==> config.mk <==
export PLATFORM = sky130hd
export DESIGN_NAME = dma_wr_responder
export DESIGN_NICKNAME = d
export VERILOG_FILES = /design/src/rtl/dma_wr_responder_pkg.sv /design/src/rtl/dma_resp_errchk.sv /design/src/rtl/dma_wr_responder.sv
export SDC_FILE = /design/constraint.sdc
export NUM_CORES = 1
export LEC_CHECK = 0
export ABC_AREA = 1
export ABC_CLOCK_PERIOD_IN_PS = 2600
export CORE_MARGIN = 1
export CORE_UTILIZATION = 31
export DETAILED_ROUTE_END_ITERATION = 10
export GPL_ROUTABILITY_DRIVEN = 0
export SLEW_MARGIN = 30
export SYNTH_ARGS = -nofsm -noshare
export SYNTH_HDL_FRONTEND = slang
export SYNTH_SLANG_ARGS = --single-unit
==> constraint.sdc <==
create_clock -name clk -period 2.6 [get_ports clk]
set_clock_uncertainty 0.15 [all_clocks]
set_input_delay 0.78 -clock clk [delete_from_list [all_inputs] [get_ports clk]]
set_output_delay 0.78 -clock clk [all_outputs]
set_load 0.01 [all_outputs]
==> src/rtl/dma_wr_responder_pkg.sv <==
// Shared DMA definitions: request struct, burst mode, write-response codes and
// beat/boundary constants used by both the streamer and the write responder.
package dma_wr_responder_pkg;

  typedef enum logic {
    MODE_INCR  = 1'b0,
    MODE_FIXED = 1'b1
  } dma_mode_e;

  typedef struct packed {
    logic [31:0] addr;
    logic [7:0]  alen;
    logic [2:0]  size;
    logic [3:0]  strb;
    dma_mode_e   mode;
    logic        valid;
  } dma_req_t;

  localparam logic [1:0]  RESP_OKAY      = 2'd0;
  localparam logic [1:0]  RESP_SLVERR    = 2'd2;
  localparam logic [1:0]  RESP_DECERR    = 2'd3;
  localparam int          DMA_BEAT_BYTES = 4;
  localparam logic [12:0] BOUNDARY_4K    = 13'd4096;
  localparam logic [7:0]  FIXED_MAX_ALEN = 8'd15;

endpackage

==> src/rtl/dma_resp_errchk.sv <==
// Combinational request checker: classifies a DMA write request as OKAY,
// SLVERR (bad size, over-long FIXED, INCR crossing 4 KB) or DECERR (out of range).
module dma_resp_errchk
  import dma_wr_responder_pkg::*;
#(
  parameter int MEM_AW     = 10,
  parameter int BEAT_BYTES = DMA_BEAT_BYTES
) (
  input  dma_req_t   req_i,
  output logic [1:0] resp_o
);

  localparam logic [2:0] SIZE_CODE = 3'($clog2(BEAT_BYTES));

  logic [12:0] end_off_s;
  logic        slverr_s;
  logic        decerr_s;
  logic        unused_bits;

  // 13 bits holds 4095 + 256 * 4, so the boundary sum cannot overflow
  assign end_off_s = {1'b0, req_i.addr[11:0]}
                   + ((13'(req_i.alen) + 13'd1) * 13'(BEAT_BYTES));

  assign slverr_s = (req_i.size != SIZE_CODE)
                 || ((req_i.mode == MODE_FIXED) && (req_i.alen > FIXED_MAX_ALEN))
                 || ((req_i.mode == MODE_INCR) && (end_off_s > BOUNDARY_4K));

  assign decerr_s = ((req_i.addr >> (MEM_AW + 2)) != 32'd0);

  assign unused_bits = ^{req_i.strb, req_i.valid};

  always_comb begin
    resp_o = RESP_OKAY;
    if (slverr_s) begin
      resp_o = RESP_SLVERR;
    end else if (decerr_s) begin
      resp_o = RESP_DECERR;
    end else begin
      resp_o = RESP_OKAY;
    end
  end

endmodule

==> src/rtl/dma_wr_responder.sv <==
// DMA write responder: accepts one burst request, consumes alen+1 beats into a
// registered memory write port and returns a single write response.
module dma_wr_responder
  import dma_wr_responder_pkg::*;
#(
  parameter int MEM_AW     = 10,
  parameter int BEAT_BYTES = 4
) (
  input  logic              clk,
  input  logic              rst,
  input  logic              req_valid,
  input  logic [31:0]       req_addr,
  input  logic [7:0]        req_alen,
  input  logic [2:0]        req_size,
  input  logic [3:0]        req_strb,
  input  logic              req_mode,
  output logic              req_ready,
  input  logic              wd_valid,
  input  logic [31:0]       wd_data,
  output logic              wd_ready,
  output logic              mem_we,
  output logic [MEM_AW-1:0] mem_addr,
  output logic [31:0]       mem_wdata,
  output logic [3:0]        mem_be,
  output logic              b_valid,
  output logic [1:0]        b_resp,
  input  logic              b_ready
);

  typedef enum logic [1:0] {
    ST_IDLE = 2'd0,
    ST_DATA = 2'd1,
    ST_RESP = 2'd2
  } state_e;

  state_e            state_q, state_d;
  logic [7:0]        cnt_q, cnt_d;
  logic [MEM_AW-1:0] waddr_q, waddr_d;
  logic [3:0]        strb_q, strb_d;
  dma_mode_e         mode_q, mode_d;
  logic [1:0]        resp_q, resp_d;
  logic              mem_we_q, mem_we_d;
  logic [MEM_AW-1:0] mem_addr_q, mem_addr_d;
  logic [31:0]       mem_wdata_q, mem_wdata_d;
  logic [3:0]        mem_be_q, mem_be_d;

  dma_req_t   req_s;
  logic [1:0] chk_resp_s;
  logic       beat_s;

  assign req_s = '{addr: req_addr, alen: req_alen, size: req_size, strb: req_strb,
                   mode: dma_mode_e'(req_mode), valid: req_valid};

  dma_resp_errchk #(
    .MEM_AW     (MEM_AW),
    .BEAT_BYTES (BEAT_BYTES)
  ) u_errchk (
    .req_i  (req_s),
    .resp_o (chk_resp_s)
  );

  assign req_ready = (state_q == ST_IDLE);
  assign wd_ready  = (state_q == ST_DATA);
  assign b_valid   = (state_q == ST_RESP);
  assign b_resp    = resp_q;
  assign mem_we    = mem_we_q;
  assign mem_addr  = mem_addr_q;
  assign mem_wdata = mem_wdata_q;
  assign mem_be    = mem_be_q;
  assign beat_s    = wd_valid && (state_q == ST_DATA);

  always_comb begin
    state_d     = state_q;
    cnt_d       = cnt_q;
    waddr_d     = waddr_q;
    strb_d      = strb_q;
    mode_d      = mode_q;
    resp_d      = resp_q;
    mem_we_d    = 1'b0;
    mem_addr_d  = mem_addr_q;
    mem_wdata_d = mem_wdata_q;
    mem_be_d    = mem_be_q;
    case (state_q)
      ST_IDLE: begin
        if (req_valid) begin
          cnt_d   = req_alen;
          waddr_d = req_addr[MEM_AW+1:2];
          strb_d  = req_strb;
          mode_d  = dma_mode_e'(req_mode);
          resp_d  = chk_resp_s;
          state_d = ST_DATA;
        end else begin
          state_d = ST_IDLE;
        end
      end
      ST_DATA: begin
        if (beat_s) begin
          // errored bursts are drained without touching memory
          mem_we_d    = (resp_q == RESP_OKAY);
          mem_addr_d  = waddr_q;
          mem_wdata_d = wd_data;
          mem_be_d    = strb_q;
          waddr_d     = (mode_q == MODE_INCR) ? waddr_q + 1'b1 : waddr_q;
          if (cnt_q == 8'd0) begin
            state_d = ST_RESP;
          end else begin
            cnt_d = cnt_q - 8'd1;
          end
        end else begin
          state_d = ST_DATA;
        end
      end
      ST_RESP: begin
        if (b_ready) begin
          state_d = ST_IDLE;
        end else begin
          state_d = ST_RESP;
        end
      end
      default: begin
        state_d = ST_IDLE;
      end
    endcase
  end

  always_ff @(posedge clk) begin
    if (rst) begin
      state_q     <= ST_IDLE;
      cnt_q       <= 8'd0;
      waddr_q     <= '0;
      strb_q      <= 4'd0;
      mode_q      <= MODE_INCR;
      resp_q      <= RESP_OKAY;
      mem_we_q    <= 1'b0;
      mem_addr_q  <= '0;
      mem_wdata_q <= 32'd0;
      mem_be_q    <= 4'd0;
    end else begin
      state_q     <= state_d;
      cnt_q       <= cnt_d;
      waddr_q     <= waddr_d;
      strb_q      <= strb_d;
      mode_q      <= mode_d;
      resp_q      <= resp_d;
      mem_we_q    <= mem_we_d;
      mem_addr_q  <= mem_addr_d;
      mem_wdata_q <= mem_wdata_d;
      mem_be_q    <= mem_be_d;
    end
  end

endmodule

==> reports/qor.csv <==
stage,metric,value,unit
run_status,status,"finished, violations left",
run_status,violations,"design-rule violations, negative setup slack",
finish,drive_above_1_share,16.74,%
synthesis,synth.mux.area_fraction,0,%
setup_path,critPathLaunchType,input pin,
global_route,grt_max_degree,52,
drt,drtAntennaViolNets,0,
cts,cts.sinks,74,
synthesis,synth-simple-area-share,27.37,%
synthesis,ys_async_sr_fraction,0,%
placed_design,dpl_worst_slack,-0.8499,ns
pwr,p_leak,2.564,nW
setup_path,crit_top_cell,nand3_2,
floorplan,die-area,12550,µm²
drt,via_per_inst,4.827,
pwr,p_switching,1.076,mW
pwr,ir_drop,334.6,µV
pwr,swShare,29.45,%
synthesis,synth_compound_area_share,19.47,%
floorplan,ios,137,
placed_design,hpwl,8464,µm
timing,fmax,0.3815,GHz
synthesis,synth_top_family_by_area,simple AND/OR/NAND/NOR gates,
drt,route.detailed.drc,6,
cts,clockBufferDepth,2,
synthesis,synthesis.area,3754,µm²
floorplan,rows,39,
floorplan,dieWidth,112.0,µm
worst_hold_path,worstHoldStart,b_resp[1]$_SDFFE_PP0P_,
synthesis,synth_edf_count,0,
cts,cts_tree,yes,
setup_path,slowest_stage,ha_1,
cts,cts_made_buffers,9,
drt,routed-via-count,4093,
synthesis,yosys-top-cells-count,"123 x nor2_1, 81 x nand2_1, 74 x dfxtp_1, 70 x o21ai_0, 41 x inv_1",
global_route,antenna_found_initial,0,
synthesis,syn-num-nets,641,
pwr,power_density,604.0,nW/µm²
global_route,overflow,0,
synthesis,yosysSeqAreaShare,39.47,%
synthesis,syn_inst,541,
setup_path,path_buf_inv,2,
timing,worst_slack,-0.02108,ns
placed_design,dpl-instance-area,5487,µm²
synthesis,synth-xor-area-share,1.167,%
synthesis,synthAdderAreaFrac,5.200,%
setup_path,worst-r2r-setup-slack,0.72,ns
global_route,grt_pass1_wl,18850,µm
synthesis,syn-mean-instance-area,6.938,µm²
setup_path,crit_chain,buf_12 -> nand3_4 -> nor3_4 -> nand2_1 -> xor2_1 -> ha_1 -> nand2_2 -> nor2_4 -> nand3_2 -> nand3_2 -> nand3_2 -> nor2_2 -> nand3_1 -> nand2_2 -> nand3_2 -> nand2_1 -> inv_1,
floorplan,die_h,112.0,µm
drt,firstDrtPassIters,7,
timing,timing.final.crit_share,100.8,%
cts,ctsHoldBuffers,0,
drt,totalWireLength,11760,µm
pwr,intPower,2.578,mW
setup_path,r2r_end,cnt_q[4]$_SDFFE_PP0P_,
setup_path,worstSetupEndpointType,flop,
pwr,p_clk_share,38.1,%
setup_path,r2r_start,state_q[1]$_SDFFE_PP0P_,
finish,nets,800,
cts,htreeDepth,3,
pwr,comb_power_share,26.0,%
timing,hold_viol,0,
cts,clk_latency,0.34,ns
worst_hold_path,min_path_type,reg2reg,
setup_path,critPathMaxFanout,4,
timing,layout_min_cycle_time,2.621,ns
worst_hold_path,min_to,mem_we$_SDFF_PP0_,
timing,maxSlewHeadroom,70.39,%
synthesis,synth_cell_types,35,
setup_path,critPathKind,in2reg,
cts,path_clk_slew,0.07,ns
placed_design,port_buffers,136,
finish,area_growth_syn_to_layout,61.17,%
synthesis,synth_top_cell_by_area,dfxtp_1,
synthesis,synth.top_cells.by_area,"dfxtp_1 39%, nor2_1 12%, o21ai_0 9.3%",
floorplan,placeableCoreArea,11610,µm²
finish,antennaDiodeCount,0,
setup_path,path_delay_family,simple AND/OR/NAND/NOR gates,
worst_hold_path,min_delay_path_depth,1,
setup_path,rr_worst_depth,10,
setup_path,slowest_delay,0.39,ns
cts,root_buffer,clkbuf_16,
timing,maxSlewViolCount,0,
drt,wl_per_cell,13.87,µm
pwr,seqPwrFrac,35.9,%
synthesis,ys_ff_latch,74,
synthesis,yosys.area.top_type_share,39.47,%
floorplan,start_util,32.32,%
synthesis,synth_flop_cell,dfxtp_1,
synthesis,synth_warnings,0,
timing,worst_slew_pin_slew,0.4441,ns
global_route,grt_util_all_layers,18.61,%
drt,drt_iter0_markers,253,
setup_path,arrival,2.71,ns
timing,rsz0062_at_grt,yes,
global_route,first_global_vias,4016,
synthesis,yosysMostFrequentCell,nor2_1,
setup_path,cp.required,2.69,ns
timing,setup_viol,1,
run,drv_cap,0,
finish,stdcell_area,6050,µm²
[per-stage QoR]
step,hold WS [ns],std cells,setup TNS (ns),util (%),power (mW)
after floorplan,0.3000,541,-0.004607,-,1.802
after global placement,0.2985,828,-1.506,47.24,2.208
after detailed placement,0.2972,828,-1.682,47.24,2.224
after CTS,0.3019,846,0,50.62,3.638
after global routing,0.3178,848,-0.3248,52.09,3.848
final,0.2999,848,-0.02108,52.09,3.654
[registers in the layout, summed over array words and instances (netlist names)]
| name | cells |
|---|---|
| strb_q | 4 |
| mem_we | 1 |
| mem_addr | 10 |
| mode_q | 1 |
| b_resp | 2 |
| mem_be | 4 |
| cnt_q | 8 |
| waddr_q | 10 |
| mem_wdata | 32 |
| state_q | 2 |
[routing by layer]
layer	GRT usage, %	wire length [µm]	up-vias
met1	22.07	5073	1846
met4	5.333	233	0
met5	0	0	-
met2	33.17	5841	116
li1	-	-	2108
met3	4.698	610	23
[power by group through the flow]
| stage | Sequential, mW | Clock (mW) | Combinational (mW) |
|---|---|---|---|
| floorplan | 1.35 | 0 | 0.451 |
| global placement | 1.33 | 0 | 0.876 |
| detailed placement | 1.33 | 0 | 0.889 |
| CTS | 1.31 | 1.42 | 0.907 |
| global route | 1.33 | 1.47 | 1.05 |
| finish | 1.31 | 1.39 | 0.948 |
[cells by family (layout without fill, tap and decap cells)]
| kind of cell | count (synthesis) | in the layout |
|---|---|---|
| flip-flops | 74 | 74 |
| adder cells (fa/ha/maj) | 15 | 15 |
| buffers and inverters | 69 | 233 |
| XOR/XNOR | 5 | 5 |
| AND/OR/NAND/NOR | 249 | 249 |
| AO/OA/AOI/OAI | 129 | 129 |
[cells in the final DEF, fill, tap and decap left out, types with 9 or more instances in the layout]
cell type and count:
clkdlybuf4s50_1 126, nor2_1 114, dfxtp_1 74, nand2_1 69
o21ai_0 69, inv_1 35, buf_4 34, a21oi_1 32
nand3_1 15, inv_2 10, clkbuf_16 9
[worst register-to-register path: stages, from the launching register on]
cell and delay (ns):
dfxtp_1 0.34, inv_2 0.05, nand2_2 0.06, buf_4 0.28, nor2_4 0.09, inv_2 0.09, a41oi_4 0.04, nor2_4 0.26
clkinv_2 0.17, o21ai_0 0.18, a21oi_1 0.06
[layout make-up]
class                           count  area [µm²]
Inverter                           47       177.7
Timing Repair Buffer              170        1634
Multi-Input combinational cell    398        2243
Clock inverter                      6       95.09
Clock buffer                       10       239.0
Tap cell                          143       178.9
Sequential cell                    74        1481
Fill cell                        1123        5564
[how the worst max path moves through the flow]
stage           startpoint                      to  slack [ns]  cells past startpoint
6_report       req_alen[0]  b_resp[1]$_SDFFE_PP0P_       -0.02                     17
5_1_grt        req_alen[0]  b_resp[1]$_SDFFE_PP0P_       -0.18                     17
4_1_cts        req_alen[2]  b_resp[1]$_SDFFE_PP0P_       0.001                     19
3_5_place_dp   req_alen[0]  b_resp[1]$_SDFFE_PP0P_       -0.85                     19
3_3_place_gp   req_alen[0]  b_resp[1]$_SDFFE_PP0P_       -0.77                     19
2_1_floorplan  req_alen[0]  b_resp[1]$_SDFFE_PP0P_      -0.005                     18
[timing repair]
action | in CTS | in global routing
setup buffers | 2 | 2
resized for setup | 43 | 48
pin swaps | 23 | 23
setup endpoints to repair | 2 | 2
Power figures use the tool's default switching activity.
